$ cat src/rtl/seg_frame_pkg.sv
`default_nettype none
// ============================================================================
// Module      : seg_frame_pkg
// Description : Shared constants for the six-digit 7-segment frame writer.
//               Segment codes are {a,b,c,d,e,f,g} with active-high segments.
//               The package also holds the mode and position codes and the
//               field limits.
// Revision    : 1.0 - initial release
// ============================================================================
package seg_frame_pkg;

    // Segment patterns, bit 6 = a ... bit 0 = g
    localparam logic [6:0] SEG_0     = 7'b1111110;
    localparam logic [6:0] SEG_1     = 7'b0110000;
    localparam logic [6:0] SEG_2     = 7'b1101101;
    localparam logic [6:0] SEG_3     = 7'b1111001;
    localparam logic [6:0] SEG_4     = 7'b0110011;
    localparam logic [6:0] SEG_5     = 7'b1011011;
    localparam logic [6:0] SEG_6     = 7'b1011111;
    localparam logic [6:0] SEG_7     = 7'b1110000;
    localparam logic [6:0] SEG_8     = 7'b1111111;
    localparam logic [6:0] SEG_9     = 7'b1111011;
    localparam logic [6:0] SEG_BLANK = 7'b0000000;
    localparam logic [6:0] SEG_DASH  = 7'b0000001;

    // Display modes (codes 10/11 are folded into MODE_CLOCK by the writer)
    localparam logic [1:0] MODE_CLOCK = 2'b00;
    localparam logic [1:0] MODE_SET   = 2'b01;

    // Field selected for editing
    localparam logic [1:0] POS_SEC  = 2'b00;
    localparam logic [1:0] POS_MIN  = 2'b01;
    localparam logic [1:0] POS_HOUR = 2'b10;
    localparam logic [1:0] POS_NONE = 2'b11;

    // Largest legal value of each field
    localparam logic [5:0] LIMIT_MIN_SEC = 6'd59;
    localparam logic [5:0] LIMIT_HOUR    = 6'd23;

    // Digit code used to request a dash from the encoder
    localparam logic [3:0] DIGIT_DASH = 4'hF;

    // Split a binary field into {tens, ones}; out-of-range values become a
    // pair of dash requests.
    function automatic logic [7:0] bcd_split(input logic [5:0] value,
                                             input logic [5:0] limit);
        logic [3:0] tens;
        logic [3:0] ones;
        tens = 4'(value / 6'd10);
        ones = 4'(value % 6'd10);
        if (value > limit) begin
            return {DIGIT_DASH, DIGIT_DASH};
        end
        return {tens, ones};
    endfunction

endpackage
`default_nettype wire

$ cat src/rtl/bcd_seg_enc.sv
`default_nettype none
// ============================================================================
// Module      : bcd_seg_enc
// Description : Combinational decimal digit to 7-segment encoder.
//               Codes 10..15 produce a dash.
// Ports       : i_digit [3:0] - digit value
//               o_seg   [6:0] - segment pattern {a,b,c,d,e,f,g}
// Revision    : 1.0 - initial release
// ============================================================================
module bcd_seg_enc
    import seg_frame_pkg::*;
(
    input  logic [3:0] i_digit,
    output logic [6:0] o_seg
);

    always_comb begin
        o_seg = SEG_DASH;
        case (i_digit)
            4'd0:    o_seg = SEG_0;
            4'd1:    o_seg = SEG_1;
            4'd2:    o_seg = SEG_2;
            4'd3:    o_seg = SEG_3;
            4'd4:    o_seg = SEG_4;
            4'd5:    o_seg = SEG_5;
            4'd6:    o_seg = SEG_6;
            4'd7:    o_seg = SEG_7;
            4'd8:    o_seg = SEG_8;
            4'd9:    o_seg = SEG_9;
            default: o_seg = SEG_DASH;
        endcase
    end

endmodule
`default_nettype wire

$ cat src/rtl/seg_frame_builder.sv
`default_nettype none
// ============================================================================
// Module      : seg_frame_builder
// Description : Writer side of the six-digit 7-segment display bus. Converts
//               binary hour/min/sec into a 42-bit segment frame plus a 6-bit
//               dp vector, blinks the field being edited in setting mode and
//               commits a new frame only on the multiplexer frame-sync pulse.
// Ports       : clk, rst            - clock, synchronous active-high reset
//               i_sec/i_min/i_hour  - binary time fields
//               i_mode              - 00 clock, 01 setting, others = clock
//               i_position          - edited field: 00 sec 01 min 10 hour
//               i_alarm_en          - alarm armed, shown on dp[0]
//               i_frame_sync        - commit strobe from display mux
//               o_six_digit_seg     - {hL,hR,mL,mR,sL,sR}, [6:0] = sec-R
//               o_six_dp            - per-digit dp, bit0 = sec-R
//               o_frame_valid       - set by the first commit after reset
// Revision    : 1.0 - initial release
// ============================================================================
module seg_frame_builder
    import seg_frame_pkg::*;
#(
    parameter int BLINK_DIV = 25_000_000,
    parameter int BLINK_CW  = 25
) (
    input  logic        clk,
    input  logic        rst,
    input  logic [5:0]  i_sec,
    input  logic [5:0]  i_min,
    input  logic [5:0]  i_hour,
    input  logic [1:0]  i_mode,
    input  logic [1:0]  i_position,
    input  logic        i_alarm_en,
    input  logic        i_frame_sync,
    output logic [41:0] o_six_digit_seg,
    output logic [5:0]  o_six_dp,
    output logic        o_frame_valid
);

    localparam logic [BLINK_CW-1:0] c_blink_last = BLINK_CW'(BLINK_DIV - 1);

    // ------------------------------------------------------------------
    // Stage 1: registered inputs split into decimal digits.
    // Digit index 0 = sec-R ... 5 = hour-L.
    // ------------------------------------------------------------------
    logic [5:0][3:0] r_s1_dig;
    logic [1:0]      r_s1_mode;
    logic [1:0]      r_s1_pos;
    logic            r_s1_alarm;
    logic [1:0]      w_mode_in;

    // Unsupported mode codes behave as clock mode.
    assign w_mode_in = (i_mode == MODE_SET) ? MODE_SET : MODE_CLOCK;

    always_ff @(posedge clk) begin
        if (rst) begin
            r_s1_dig   <= '0;
            r_s1_mode  <= MODE_CLOCK;
            r_s1_pos   <= POS_SEC;
            r_s1_alarm <= 1'b0;
        end else begin
            r_s1_dig[1:0] <= bcd_split(i_sec,  LIMIT_MIN_SEC);
            r_s1_dig[3:2] <= bcd_split(i_min,  LIMIT_MIN_SEC);
            r_s1_dig[5:4] <= bcd_split(i_hour, LIMIT_HOUR);
            r_s1_mode     <= w_mode_in;
            r_s1_pos      <= i_position;
            r_s1_alarm    <= i_alarm_en;
        end
    end

    // ------------------------------------------------------------------
    // Blink timebase. A new field selection or entry into setting mode
    // restarts the half-period in the visible phase, so the field the user
    // just picked is never blank on arrival.
    // ------------------------------------------------------------------
    logic [BLINK_CW-1:0] r_blink_cnt;
    logic                r_blink_phase;
    logic                w_blink_restart;

    assign w_blink_restart = (i_position != r_s1_pos) ||
                             ((w_mode_in == MODE_SET) && (r_s1_mode != MODE_SET));

    always_ff @(posedge clk) begin
        if (rst) begin
            r_blink_cnt   <= '0;
            r_blink_phase <= 1'b0;
        end else if (w_blink_restart) begin
            r_blink_cnt   <= '0;
            r_blink_phase <= 1'b0;
        end else if (r_blink_cnt == c_blink_last) begin
            r_blink_cnt   <= '0;
            r_blink_phase <= ~r_blink_phase;
        end else begin
            r_blink_cnt   <= r_blink_cnt + 1'b1;
        end
    end

    // ------------------------------------------------------------------
    // Stage 2: encode, mask and build the staging frame.
    // ------------------------------------------------------------------
    logic [41:0] w_stage_seg;
    logic [5:0]  w_stage_dp;
    logic        w_mask_en;
    logic        w_sep;

    assign w_mask_en = (r_s1_mode == MODE_SET) && r_blink_phase &&
                       (r_s1_pos != POS_NONE);
    assign w_sep     = (r_s1_mode == MODE_CLOCK);
    assign w_stage_dp = {1'b0, w_sep, 1'b0, w_sep, 1'b0, r_s1_alarm};

    for (genvar gi = 0; gi < 6; gi++) begin : g_digit
        // Two digits per field: 0/1 sec, 2/3 min, 4/5 hour
        localparam logic [1:0] c_field = 2'(gi / 2);
        logic [6:0] w_code;

        bcd_seg_enc u_enc (
            .i_digit (r_s1_dig[gi]),
            .o_seg   (w_code)
        );

        assign w_stage_seg[gi*7 +: 7] =
            (w_mask_en && (r_s1_pos == c_field)) ? SEG_BLANK : w_code;
    end

    logic [41:0] r_stg_seg;
    logic [5:0]  r_stg_dp;

    always_ff @(posedge clk) begin
        if (rst) begin
            r_stg_seg <= '0;
            r_stg_dp  <= '0;
        end else begin
            r_stg_seg <= w_stage_seg;
            r_stg_dp  <= w_stage_dp;
        end
    end

    // ------------------------------------------------------------------
    // Commit: the outputs change only on frame sync, so a scan in progress
    // never sees a mixture of old and new digits.
    // ------------------------------------------------------------------
    logic [41:0] r_seg;
    logic [5:0]  r_dp;
    logic        r_valid;

    always_ff @(posedge clk) begin
        if (rst) begin
            r_seg   <= '0;
            r_dp    <= '0;
            r_valid <= 1'b0;
        end else if (i_frame_sync) begin
            r_seg   <= r_stg_seg;
            r_dp    <= r_stg_dp;
            r_valid <= 1'b1;
        end
    end

    assign o_six_digit_seg = r_seg;
    assign o_six_dp        = r_dp;
    assign o_frame_valid   = r_valid;

endmodule
`default_nettype wire

$ cat config.mk
export PLATFORM = sky130hd
export DESIGN_NAME = seg_frame_builder
export DESIGN_NICKNAME = d
export VERILOG_FILES = /design/src/rtl/seg_frame_pkg.sv /design/src/rtl/bcd_seg_enc.sv /design/src/rtl/seg_frame_builder.sv
export SDC_FILE = /design/constraint.sdc
export NUM_CORES = 1
export LEC_CHECK = 0
export CORE_UTILIZATION = 55
export DETAILED_ROUTE_END_ITERATION = 7
export GPL_TIMING_DRIVEN = 0
export PLACE_DENSITY = 0.74
export SETUP_SLACK_MARGIN = 0.1
export SLEW_MARGIN = 30
export SYNTH_ARGS = -nofsm -noshare
export SYNTH_HDL_FRONTEND = slang
export SYNTH_SLANG_ARGS = --single-unit
export TNS_END_PERCENT = 50
$ cat constraint.sdc
create_clock -name clk -period 5.2 [get_ports clk]
set_input_delay 1.3 -clock clk [delete_from_list [all_inputs] [get_ports clk]]
set_output_delay 1.3 -clock clk [all_outputs]
set_load 0.01 [all_outputs]
==> flow_metrics.tcl <==
set metrics [dict create \
    async_reset_ff_frac 0 \
    cp-end-kind "register" \
    skew_ns 0.005472 \
    top_usage_layer "met2" \
    hold_depth 1 \
    dieArea_um2 12760 \
    grt_max_degree 17 \
    area_delta_synth_final_pct 20.69 \
    clock.fmax_mhz 282.3 \
    dieHeight_um 113.0 \
    antenna_found_initial 0 \
    clock_latency_ns 0.42 \
    power.leakage_nw 3.259 \
    hold_buffers 0 \
    worst-r2r-setup-slack_ns 2.94 \
    synthCells 772 \
    coreArea_um2 12010 \
    fillers 992 \
    route.detailed.drc 0 \
    crit_start "i_min[2]" \
    path_clk_slew_ns 0.05 \
    grt_pass1_wl_um 25630 \
    p_comb_frac 0.134 \
    crit_slowest_cell "clkdlybuf4s50_1" \
    start_util 0.5639 \
    reg2reg_depth 6 \
    setup_violations 0 \
    dr.pass1.iters 4 \
    port_buffers 65 \
    max_stage_delay_ns 0.47 \
    synth_enable_flop_cells 0 \
    power_density_nw_per_um2 330.5 \
    holdCritStartpoint "r_blink_cnt[0]" \
    synth_ff_type "dfxtp_1" \
    cpMostUsedCell "nand2_1" \
    die_w_um 113.0 \
    ys_seq_area_frac 0.4227 \
    layout_setup_ws_ns 1.658 \
    min_to "r_blink_cnt[0]" \
    final_max_slew_viol_count 0 \
    crit_arrival_ns 3.87 \
    post_cts_buffers 0 \
    post_cts_resized 0 \
    fin_crit_ns 3.542 \
    tritoncts "yes" \
    io_pins 75 \
    r2r-end "r_blink_cnt[16]" \
    ctsLongestPathBuffers 2 \
    relSlewSlack 0.3884 \
    path_max_fanout 10 \
    worst_pin_slew_ns 0.9097 \
    viasPerCell 5.540 \
    grt_usage 0.2523 \
    p_int_w 0.002047 \
    power.total_w 0.002702 \
    rsz0062_at_grt "false" \
    cts_buffers 17 \
    synth_seq_cells 143 \
    dp_hpwl_um 10640 \
    clock-sinks 143 \
    fin_hold_ws_ns 0.4488 \
    ir_drop_v 0.0002082 \
    drt-wirelength-per-cell_um 14.62 \
    avgSynthCellArea_um2 8.773 \
    crit_path_start_kind "input port" \
    root_buffer "clkbuf_16" \
    use_met3 0.05999 \
    utilization 0.6805 \
    sw_frac_of_total 0.2423 \
    status "finished, final reports clean" \
    crit_type "in2reg" \
    min_path_type "reg2reg" \
    drive_above_1_share 0.05639 \
    diodes 0 \
    h-tree-depth 4 \
    std_cell_rows 40 \
    p_sw_w 0.0006548 \
    antenna_left 0 \
    fin_setup_tns_ns 0 \
    wl_um 14860 \
    vias 5629 \
    use_met2 0.4366 \
    grt_overflow 0 \
    first_iter_violations 283 \
    pwr-share-clk 0.420 \
    yosysWarnings 0 \
    gp_congestion 0.8848 \
    pre_cts_ws_ns 1.274 \
    post-route-period-util 0.6812 \
    worstReg2RegStart "r_blink_cnt[2]" \
    fin_nets 924 \
    met1_usage 0.3116 \
    crit_required_ns 5.53 \
    netlist_area_um2 6773 \
    cap_violations 0 \
    grt_pass1_vias 5525 \
    hold_violations 0 \
    p_seq_frac 0.447 \
    ys_types 61 \
    critical_path.cell_chain "clkdlybuf4s50_1 -> clkbuf_1 -> buf_1 -> nand2_1 -> mux2i_1 -> a21oi_1 -> ha_1 -> inv_1 -> nand2_1 -> a311o_1 -> a31oi_1" \
]
state kept, by name (all words and copies together), names as in the netlist:
name and cells:
r_s1_alarm 1, r_stg_seg 42, r_s1_dig 24, r_blink_phase 1, r_s1_mode 1, r_s1_pos 2
o_six_dp 2, r_blink_cnt 25, o_frame_valid 1, o_six_digit_seg 42, r_stg_dp 2
cells by family (layout without fill, tap and decap cells):
| family | after synthesis | in the layout | share of synthesized area |
|---|---|---|---|
| AO/OA/AOI/OAI | 159 | 159 | 0.1441 |
| XOR/XNOR | 19 | 19 | 0.02457 |
| adder cells (fa/ha/maj) | 41 | 41 | 0.07537 |
| buffers and inverters | 85 | 180 | 0.04988 |
| flip-flops | 143 | 143 | 0.4227 |
| multiplexers | 47 | 47 | 0.06965 |
| other | 1 | 3 | 0.0005537 |
| AND/OR/NAND/NOR | 277 | 277 | 0.2132 |
metrics by stage:
step / cell area (um^2) / instances
floorplan: 6780 / 774
global placement: 7615 / 986
detailed placement: 7615 / 986
CTS: 8174 / 1016
global route: 8174 / 1016
finish: 8174 / 1016
cells in the mapped netlist (13+ instances only):
| cell | number | area share |
|---|---|---|
| a211oi_1 | 13 | 0.014 |
| a21oi_1 | 61 | 0.045 |
| clkbuf_1 | 40 | 0.022 |
| dfxtp_1 | 143 | 0.42 |
| ha_1 | 40 | 0.074 |
| inv_1 | 30 | 0.017 |
| mux2i_1 | 46 | 0.068 |
| nand2_1 | 20 | 0.011 |
| nand2b_1 | 40 | 0.037 |
| nor2_1 | 115 | 0.064 |
| nor3_1 | 14 | 0.010 |
| o21ai_0 | 30 | 0.022 |
metal layers:
layer,share of wire,vias up
li1,-,2845
met1,0.45,2642
met2,0.49,118
met3,0.042,24
met4,0.016,0
met5,0,-
worst max-delay path by stage:
stage                              end  slack [ns]  depth (start not counted)
after floorplan           r_s1_dig[11]        2.19                         10
after global placement    r_s1_dig[11]        1.34                         11
after global routing      r_s1_dig[11]        1.42                         11
final                     r_s1_dig[11]        1.66                         11
after CTS                 r_s1_dig[11]        1.70                         11
after detailed placement  r_s1_dig[11]        1.27                         11
critical path: cells and delay by family:
| family | cells | cell delay (ns) |
|---|---|---|
| adders and majority gates | 1 | 0.26 |
| and+or+nand+nor | 2 | 0.20 |
| buffers and inverters | 4 | 1.29 |
| muxes | 1 | 0.17 |
| AOI/OAI and AO/OA | 3 | 0.65 |
placed cells by master, fill, tap and decap left out, types with 4 or more instances in the layout:
cell	instances
or4_1	8
clkbuf_8	5
clkbuf_1	42
nand3_1	11
xor2_1	10
buf_4	4
dfxtp_1	143
a21o_1	5
nand3b_1	10
a31oi_1	11
a21oi_1	61
and4_1	5
o21ai_0	30
or3_1	9
nor2b_1	10
clkinv_2	4
o31ai_1	8
nor2_1	115
nand4_1	8
buf_1	6
clkdlybuf4s50_1	65
clkbuf_16	17
nand2b_1	40
nand2_1	20
mux2i_1	46
xnor2_1	9
a211oi_1	13
nor3_1	14
ha_1	40
nor3b_1	6
inv_1	30
or3b_2	5
cell type report:
type                            count  area [um^2]  area share
Timing Repair Buffer               65        650.6     0.07960
Buffer                             53        217.7     0.02663
Clock inverter                      6        57.56    0.007041
Clock buffer                       24        501.7     0.06138
Sequential cell                   143         2863      0.3502
Tap cell                          147        183.9     0.02250
Multi-Input combinational cell    546         3580      0.4379
Inverter                           32        120.1     0.01469
power by group through the flow:
stage	registers [W]	logic [W]	clock network [W]
2_1_floorplan	0.00123	0.000231	0
3_3_place_gp	0.00123	0.000344	0
3_5_place_dp	0.00123	0.000357	0
4_1_cts	0.00121	0.000361	0.00115
5_1_grt	0.00121	0.000406	0.00121
6_report	0.00121	0.000361	0.00113
(Power assumes the default switching activity.)
